<file path="src/rtl/conv55_window_if.sv">
// Pixel-in / window-out handshake bundle for the 5x5 window generator.
interface conv55_window_if #(
  parameter int unsigned DATA_W = 8,
  parameter int unsigned K      = 5
);
  localparam int unsigned WIN_W = K * K * DATA_W;

  logic              in_valid;
  logic              in_ready;
  logic              in_sof;
  logic [DATA_W-1:0] in_data;
  logic              win_valid;
  logic              win_ready;
  logic [WIN_W-1:0]  win_data;
  logic              win_last;

  // Producer of pixels and consumer of windows.
  modport master (
    output in_valid, in_sof, in_data, win_ready,
    input  in_ready, win_valid, win_data, win_last
  );

  // The window generator itself.
  modport slave (
    input  in_valid, in_sof, in_data, win_ready,
    output in_ready, win_valid, win_data, win_last
  );
endinterface

</file>
<file path="src/rtl/conv55_window_gen.sv">
// Raster pixel stream to KxK sliding-window generator with line buffers
// and a single backpressure-absorbing output register.
module conv55_window_gen #(
  parameter int unsigned IMG_W  = 32,
  parameter int unsigned IMG_H  = 32,
  parameter int unsigned DATA_W = 8,
  parameter int unsigned K      = 5
) (
  input  logic            clk,
  input  logic            rst_n,
  conv55_window_if.slave  bus
);
  localparam int unsigned COL_W = $clog2(IMG_W);
  localparam int unsigned ROW_W = $clog2(IMG_H);
  localparam int unsigned WIN_W = K * K * DATA_W;

  logic [COL_W-1:0]  col_q;
  logic [ROW_W-1:0]  row_q;
  logic [COL_W-1:0]  pos_col_c;
  logic [ROW_W-1:0]  pos_row_c;
  logic [COL_W-1:0]  col_nxt_c;
  logic [ROW_W-1:0]  row_nxt_c;

  logic [DATA_W-1:0] line_buf [K-1][IMG_W];
  logic [DATA_W-1:0] win_q    [K][K];
  logic [DATA_W-1:0] win_nxt_c[K][K];
  logic [DATA_W-1:0] new_col_c[K];
  logic [WIN_W-1:0]  win_flat_c;

  logic              win_valid_q;
  logic              win_last_q;
  logic [WIN_W-1:0]  win_data_q;

  logic              in_ready_c;
  logic              accept_c;
  logic              emit_c;
  logic              last_c;

  // The output register can take a new window when empty or being drained.
  assign in_ready_c    = ~win_valid_q | bus.win_ready;
  assign accept_c      = bus.in_valid & in_ready_c;
  assign bus.in_ready  = in_ready_c;
  assign bus.win_valid = win_valid_q;
  assign bus.win_last  = win_last_q;
  assign bus.win_data  = win_data_q;

  // Position of the pixel on the bus; a start-of-frame forces (0,0).
  always_comb begin
    pos_col_c = col_q;
    pos_row_c = row_q;
    if (bus.in_sof) begin
      pos_col_c = '0;
      pos_row_c = '0;
    end
  end

  // Raster position advance with wrap at end of row and end of frame.
  always_comb begin
    col_nxt_c = pos_col_c + COL_W'(1);
    row_nxt_c = pos_row_c;
    if (pos_col_c == COL_W'(IMG_W - 1)) begin
      col_nxt_c = '0;
      if (pos_row_c == ROW_W'(IMG_H - 1)) begin
        row_nxt_c = '0;
      end else begin
        row_nxt_c = pos_row_c + ROW_W'(1);
      end
    end
  end

  // Next window: shift left one column, append stored column plus new pixel.
  always_comb begin
    for (int r = 0; r < int'(K) - 1; r++) begin
      new_col_c[r] = line_buf[r][pos_col_c];
    end
    new_col_c[K-1] = bus.in_data;
    for (int r = 0; r < int'(K); r++) begin
      for (int c = 0; c < int'(K); c++) begin
        if (c < int'(K) - 1) begin
          win_nxt_c[r][c] = win_q[r][c+1];
        end else begin
          win_nxt_c[r][c] = new_col_c[r];
        end
      end
    end
  end

  // Flatten with element 0 at the top-left, row-major.
  always_comb begin
    win_flat_c = '0;
    for (int r = 0; r < int'(K); r++) begin
      for (int c = 0; c < int'(K); c++) begin
        win_flat_c[DATA_W*(K*r+c) +: DATA_W] = win_nxt_c[r][c];
      end
    end
  end

  // A full window exists only once K-1 rows and K-1 columns precede the pixel.
  always_comb begin
    emit_c = accept_c &&
             (pos_row_c >= ROW_W'(K - 1)) &&
             (pos_col_c >= COL_W'(K - 1));
    last_c = (pos_row_c == ROW_W'(IMG_H - 1)) &&
             (pos_col_c == COL_W'(IMG_W - 1));
  end

  // Raster counters.
  always_ff @(posedge clk or negedge rst_n) begin
    if (!rst_n) begin
      col_q <= '0;
      row_q <= '0;
    end else if (accept_c) begin
      col_q <= col_nxt_c;
      row_q <= row_nxt_c;
    end
  end

  // Window shift register and line buffers; contents need no reset.
  always_ff @(posedge clk) begin
    if (accept_c) begin
      win_q <= win_nxt_c;
      for (int r = 0; r < int'(K) - 2; r++) begin
        line_buf[r][pos_col_c] <= line_buf[r+1][pos_col_c];
      end
      line_buf[K-2][pos_col_c] <= bus.in_data;
    end
  end

  // Output register: load on emit, hold under backpressure, drain on ready.
  always_ff @(posedge clk or negedge rst_n) begin
    if (!rst_n) begin
      win_valid_q <= 1'b0;
      win_last_q  <= 1'b0;
      win_data_q  <= '0;
    end else if (emit_c) begin
      win_valid_q <= 1'b1;
      win_last_q  <= last_c;
      win_data_q  <= win_flat_c;
    end else if (bus.win_ready) begin
      win_valid_q <= 1'b0;
    end
  end
endmodule
</file>
<file path="src/flat_wrapper.sv">
// flat-port wrapper written by rule: the top's interface ports become plain ports
module conv55_window_gen_flat 
#(
  parameter int unsigned IMG_W  = 32,
  parameter int unsigned IMG_H  = 32,
  parameter int unsigned DATA_W = 8,
  parameter int unsigned K      = 5
)
  (clk, rst_n, bus_in_valid, bus_in_sof, bus_in_data, bus_win_ready, bus_in_ready, bus_win_valid, bus_win_data, bus_win_last);
  conv55_window_if #(.DATA_W(DATA_W), .K(K)) bus_i ();
  input  logic clk;
  input  logic rst_n;
  input wire logic [$bits(bus_i.in_valid)-1:0] bus_in_valid;
  input wire logic [$bits(bus_i.in_sof)-1:0] bus_in_sof;
  input wire logic [$bits(bus_i.in_data)-1:0] bus_in_data;
  input wire logic [$bits(bus_i.win_ready)-1:0] bus_win_ready;
  output wire logic [$bits(bus_i.in_ready)-1:0] bus_in_ready;
  output wire logic [$bits(bus_i.win_valid)-1:0] bus_win_valid;
  output wire logic [$bits(bus_i.win_data)-1:0] bus_win_data;
  output wire logic [$bits(bus_i.win_last)-1:0] bus_win_last;
  assign bus_i.in_valid = bus_in_valid;
  assign bus_i.in_sof = bus_in_sof;
  assign bus_i.in_data = bus_in_data;
  assign bus_i.win_ready = bus_win_ready;
  assign bus_in_ready = bus_i.in_ready;
  assign bus_win_valid = bus_i.win_valid;
  assign bus_win_data = bus_i.win_data;
  assign bus_win_last = bus_i.win_last;
  conv55_window_gen #(.IMG_W(IMG_W), .IMG_H(IMG_H), .DATA_W(DATA_W), .K(K)) u_core (.clk(clk), .rst_n(rst_n), .bus(bus_i));
endmodule
</file>
<file path="config.mk">
export PLATFORM = sky130hd
export DESIGN_NAME = conv55_window_gen_flat
export DESIGN_NICKNAME = d
export VERILOG_FILES = /design/src/rtl/conv55_window_if.sv /design/src/rtl/conv55_window_gen.sv /design/src/flat_wrapper.sv
export SDC_FILE = /design/constraint.sdc
export NUM_CORES = 1
export LEC_CHECK = 0
export CORE_MARGIN = 2
export CORE_UTILIZATION = 28
export CTS_CLUSTER_SIZE = 40
export DETAILED_ROUTE_END_ITERATION = 16
export GPL_TIMING_DRIVEN = 0
export PLACE_DENSITY = 0.44
export SETUP_SLACK_MARGIN = 0.1
export SYNTH_ARGS = -nofsm -noshare
export SYNTH_HDL_FRONTEND = slang
export SYNTH_SLANG_ARGS = --single-unit
export TNS_END_PERCENT = 50
</file>
<file path="constraint.sdc">
create_clock -name clk -period 8 [get_ports clk]
set_clock_uncertainty 0.1 [all_clocks]
set_input_delay 2.4 -clock clk [delete_from_list [all_inputs] [get_ports clk]]
set_output_delay 2.4 -clock clk [all_outputs]
set_load 0.02 [all_outputs]
</file>
==> metrics <==
status=finished clean; final critical-path required period=7000 ps; Worst-Margin Slew=around 1400 ps; first-pass GRT wire length=approximately 260 mm; Critical Path Start Type=primary input; Clk Latency, worst-skew pair=790 ps; die height=441 um; ys async rst share=0.152; via count=31600; clk sink count=roughly 1400; Worst Path Required=8380 ps; static leakage=22.8 nW; layout cells sized above 1=0.157; Resized Gates After CTS=0; Post-Synth Adder-Cell Area=0.00187; GR Overflow Total=0; # port buffers=about 220; CP Capture Type=flip-flop; synth warn=0; mux cell area share after synthesis=0.0759; worst setup path category=primary input to flip-flop; Mapped Avg Cell Area=approximately 16 um^2; Area Growth Syn to Fin=22.0%; Highest Clock Rate=143 MHz; pwr/cell area=about 270 mW/mm^2; CTS root buf=clkbuf_16; Tot Pwr=17.5 mW; Compound-Gate Fraction of Synth Area=0.0537; fillcell total=18300; largest family of logic cells by synthesized area=simple AND/OR/NAND/NOR gates; Slew HR=0.0347; Post-Route WL=189 mm; buffer count from post-CTS setup fixing=0; arrival time at the worst endpoint=7380 ps; routability cong.=0.860; top post-synthesis cells by area=edfxtp_1 (67%), dfrtp_1 (9.9%), mux4_2 (4.6%); maximum vdd drop=between 0.2 and 0.25 mV; core footprint=0.190 mm^2; synthesized cell area=between 0.05 and 0.06 mm^2; Final #Nets=3736; Hold WS=between 300 and 400 ps; Final Hold Viols=0; register bit total from synthesis=1396; ratio of routed vias to standard cells=4.98; final worst path period share=0.876; worst hold path class=flip-flop to flip-flop; GR Util All Layers=0.193; Max Root-Sink Buffers=3; DRC Markers=0; IO Pins=216; share of the synthesized area in the top cell type=0.666; Clock H-tree levels=4; xor/xnor share of the synthesized area=0.000164; initial drt markers=3471; clk slew on worst S/H paths=60 ps; Post-synth EDFFs=1184; row count=160; DRT antenna net count=0; die width=441 um; initial antenna violation count=12; largest net degree at the start of global routing=94; post-synthesis sequential area ratio=0.765; crit-path max FO=32; post-synthesis simple-gate area fraction=0.0835; top cell type by total area after synthesis=edfxtp_1; vias in the first global route=31200; Post-Syn Instances=3274; RSZ-0062 raised after global routing=no; Initial Util=0.281; Slew Viols, Final=0; die area=0.194 mm^2; first-pass iteration count of the detailed router=6; Post-CTS Hold Buffers=0; Yosys cell types=67; Finish-stage setup viols=0; Syn Nets=approximately 3300; final HPWL from detailed placement=129 mm; MaxCap Viol Count=0; WL/cell=29.8 um; total CTS buffers=roughly 150; TritonCTS clock tree=yes; top_reg_cell synth=edfxtp_1
[cells in the mapped netlist, types with 3 or more instances]
library cell / instances
buf_4: 16
a221oi_2: 3
o221ai_1: 23
a211oi_1: 43
o22ai_1: 11
nand3_1: 60
o21ai_0: 28
a221oi_1: 33
a22oi_1: 47
a22o_1: 19
nor2_1: 84
a32oi_1: 6
nand2b_1: 14
nand4_1: 19
clkbuf_1: 52
nand2_1: 601
and3_1: 5
a311oi_1: 9
a211o_1: 9
a41oi_1: 8
buf_6: 7
ha_1: 8
dfrtp_1: 212
a2111oi_0: 3
buf_1: 19
buf_2: 109
nor3_1: 28
edfxtp_1: 1184
a31oi_1: 15
nor4_1: 8
inv_2: 3
mux2_2: 17
nand3b_1: 3
o31ai_1: 5
nor2b_1: 143
and3b_1: 10
or4b_1: 3
inv_1: 6
mux2i_1: 143
mux4_2: 108
a311o_1: 25
a21oi_1: 92
[cell usage in the layout, fill, tap and decap left out, types with 32 or more instances in the layout]
cell and instances:
buf_2 118, buf_12 40, nor2_1 52, clkdlybuf4s50_1 206, nand3_1 53, a221oi_1 33
clkbuf_16 156, mux2i_1 143, a22oi_1 47, mux4_2 108, clkbuf_1 97, nand2_1 600
a21oi_1 92, dfrtp_1 212, edfxtp_1 1184, nor2b_1 143, a211oi_1 43, nor2_4 32
[where the power goes]
group	switching, mW	total, mW	internal, mW
Sequential	0.0781	8.63	8.55
Clock	2.85	6.64	3.79
Combinational	1.68	2.28	0.603
[through the flow]
step | std cells | worst slack (ps) | instance area (um^2) | utilization | TNS [ps]
detailed placement | 6075 | 159 | 60500 | 0.319 | 0
floorplan | 3274 | 1260 | 53400 | - | 0
global placement | 6000 | -6600 | 58700 | 0.309 | -4550740
global route | 6343 | 863 | 65200 | 0.343 | 0
CTS | 6342 | 976 | 65100 | 0.343 | 0
finish | 6344 | 996 | 65200 | 0.343 | 0
[cell families after synthesis]
logic type	after synthesis
muxes	268
buffers and inverters	215
adders and majority gates	8
and+or+nand+nor	992
xor gates and xnor gates	1
AOI/OAI and AO/OA	394
DFF	1396
[sequential cells by signal, indices dropped and copies added (netlist names)]
signal	count
u_core.bus.win_valid	1
u_core.bus.win_last	1
u_core.bus.win_data	200
u_core.win_flat_c	160
u_core.row_q	5
u_core.col_q	5
u_core.line_buf	1024
[critical path: stages]
cell	delay [ps]
clkdlybuf4s50_1	760
buf_6	220
buf_6	210
buf_2	300
nand4b_1	650
clkbuf_1	840
a221oi_1	170
nor4_1	1000
nand3_2	440
buf_12	300
[final timing paths]
kind / startpoint / end / slack [ps] / depth (start not counted)
max: bus_in_sof / u_core.line_buf[2][83] / 1000 / 10
min in group asynchronous: rst_n / u_core.bus.win_data[92] / 1380 / 1
max in group asynchronous: rst_n / u_core.bus.win_data[181] / 5090 / 3
min reg2reg: u_core.win_flat_c[127] / u_core.bus.win_data[127] / 330 / 2
min: u_core.win_flat_c[127] / u_core.bus.win_data[127] / 330 / 2
max reg2reg: u_core.col_q[2] / u_core.line_buf[2][83] / 3120 / 8
[per-layer routing]
layer / GRT usage / wire length (um) / vias to the layer above
met4: 0.0835 / 8130 / 4
met5: 0 / 34 / -
li1: - / - / 13400
met1: 0.258 / 80400 / 16500
met2: 0.307 / 87800 / 1367
met3: 0.0324 / 12800 / 312
[area by class of cell]
| class | count | area (um^2) | share of cell area |
|---|---|---|---|
| antenna | 1 | 2.50 | 0.0000384 |
| buffer | 204 | 1020 | 0.0156 |
| clock buffer | 212 | 4220 | 0.0648 |
| clock inverter | 55 | 365 | 0.00561 |
| inverter | 11 | 53.8 | 0.000826 |
| multi-input combinational | 1663 | 11800 | 0.181 |
| sequential | 1396 | 40900 | 0.627 |
| tap | 2511 | 3140 | 0.0482 |
| timing repair buffer | 291 | 3690 | 0.0567 |
No activity file was read; power rests on OpenSTA's default activity.
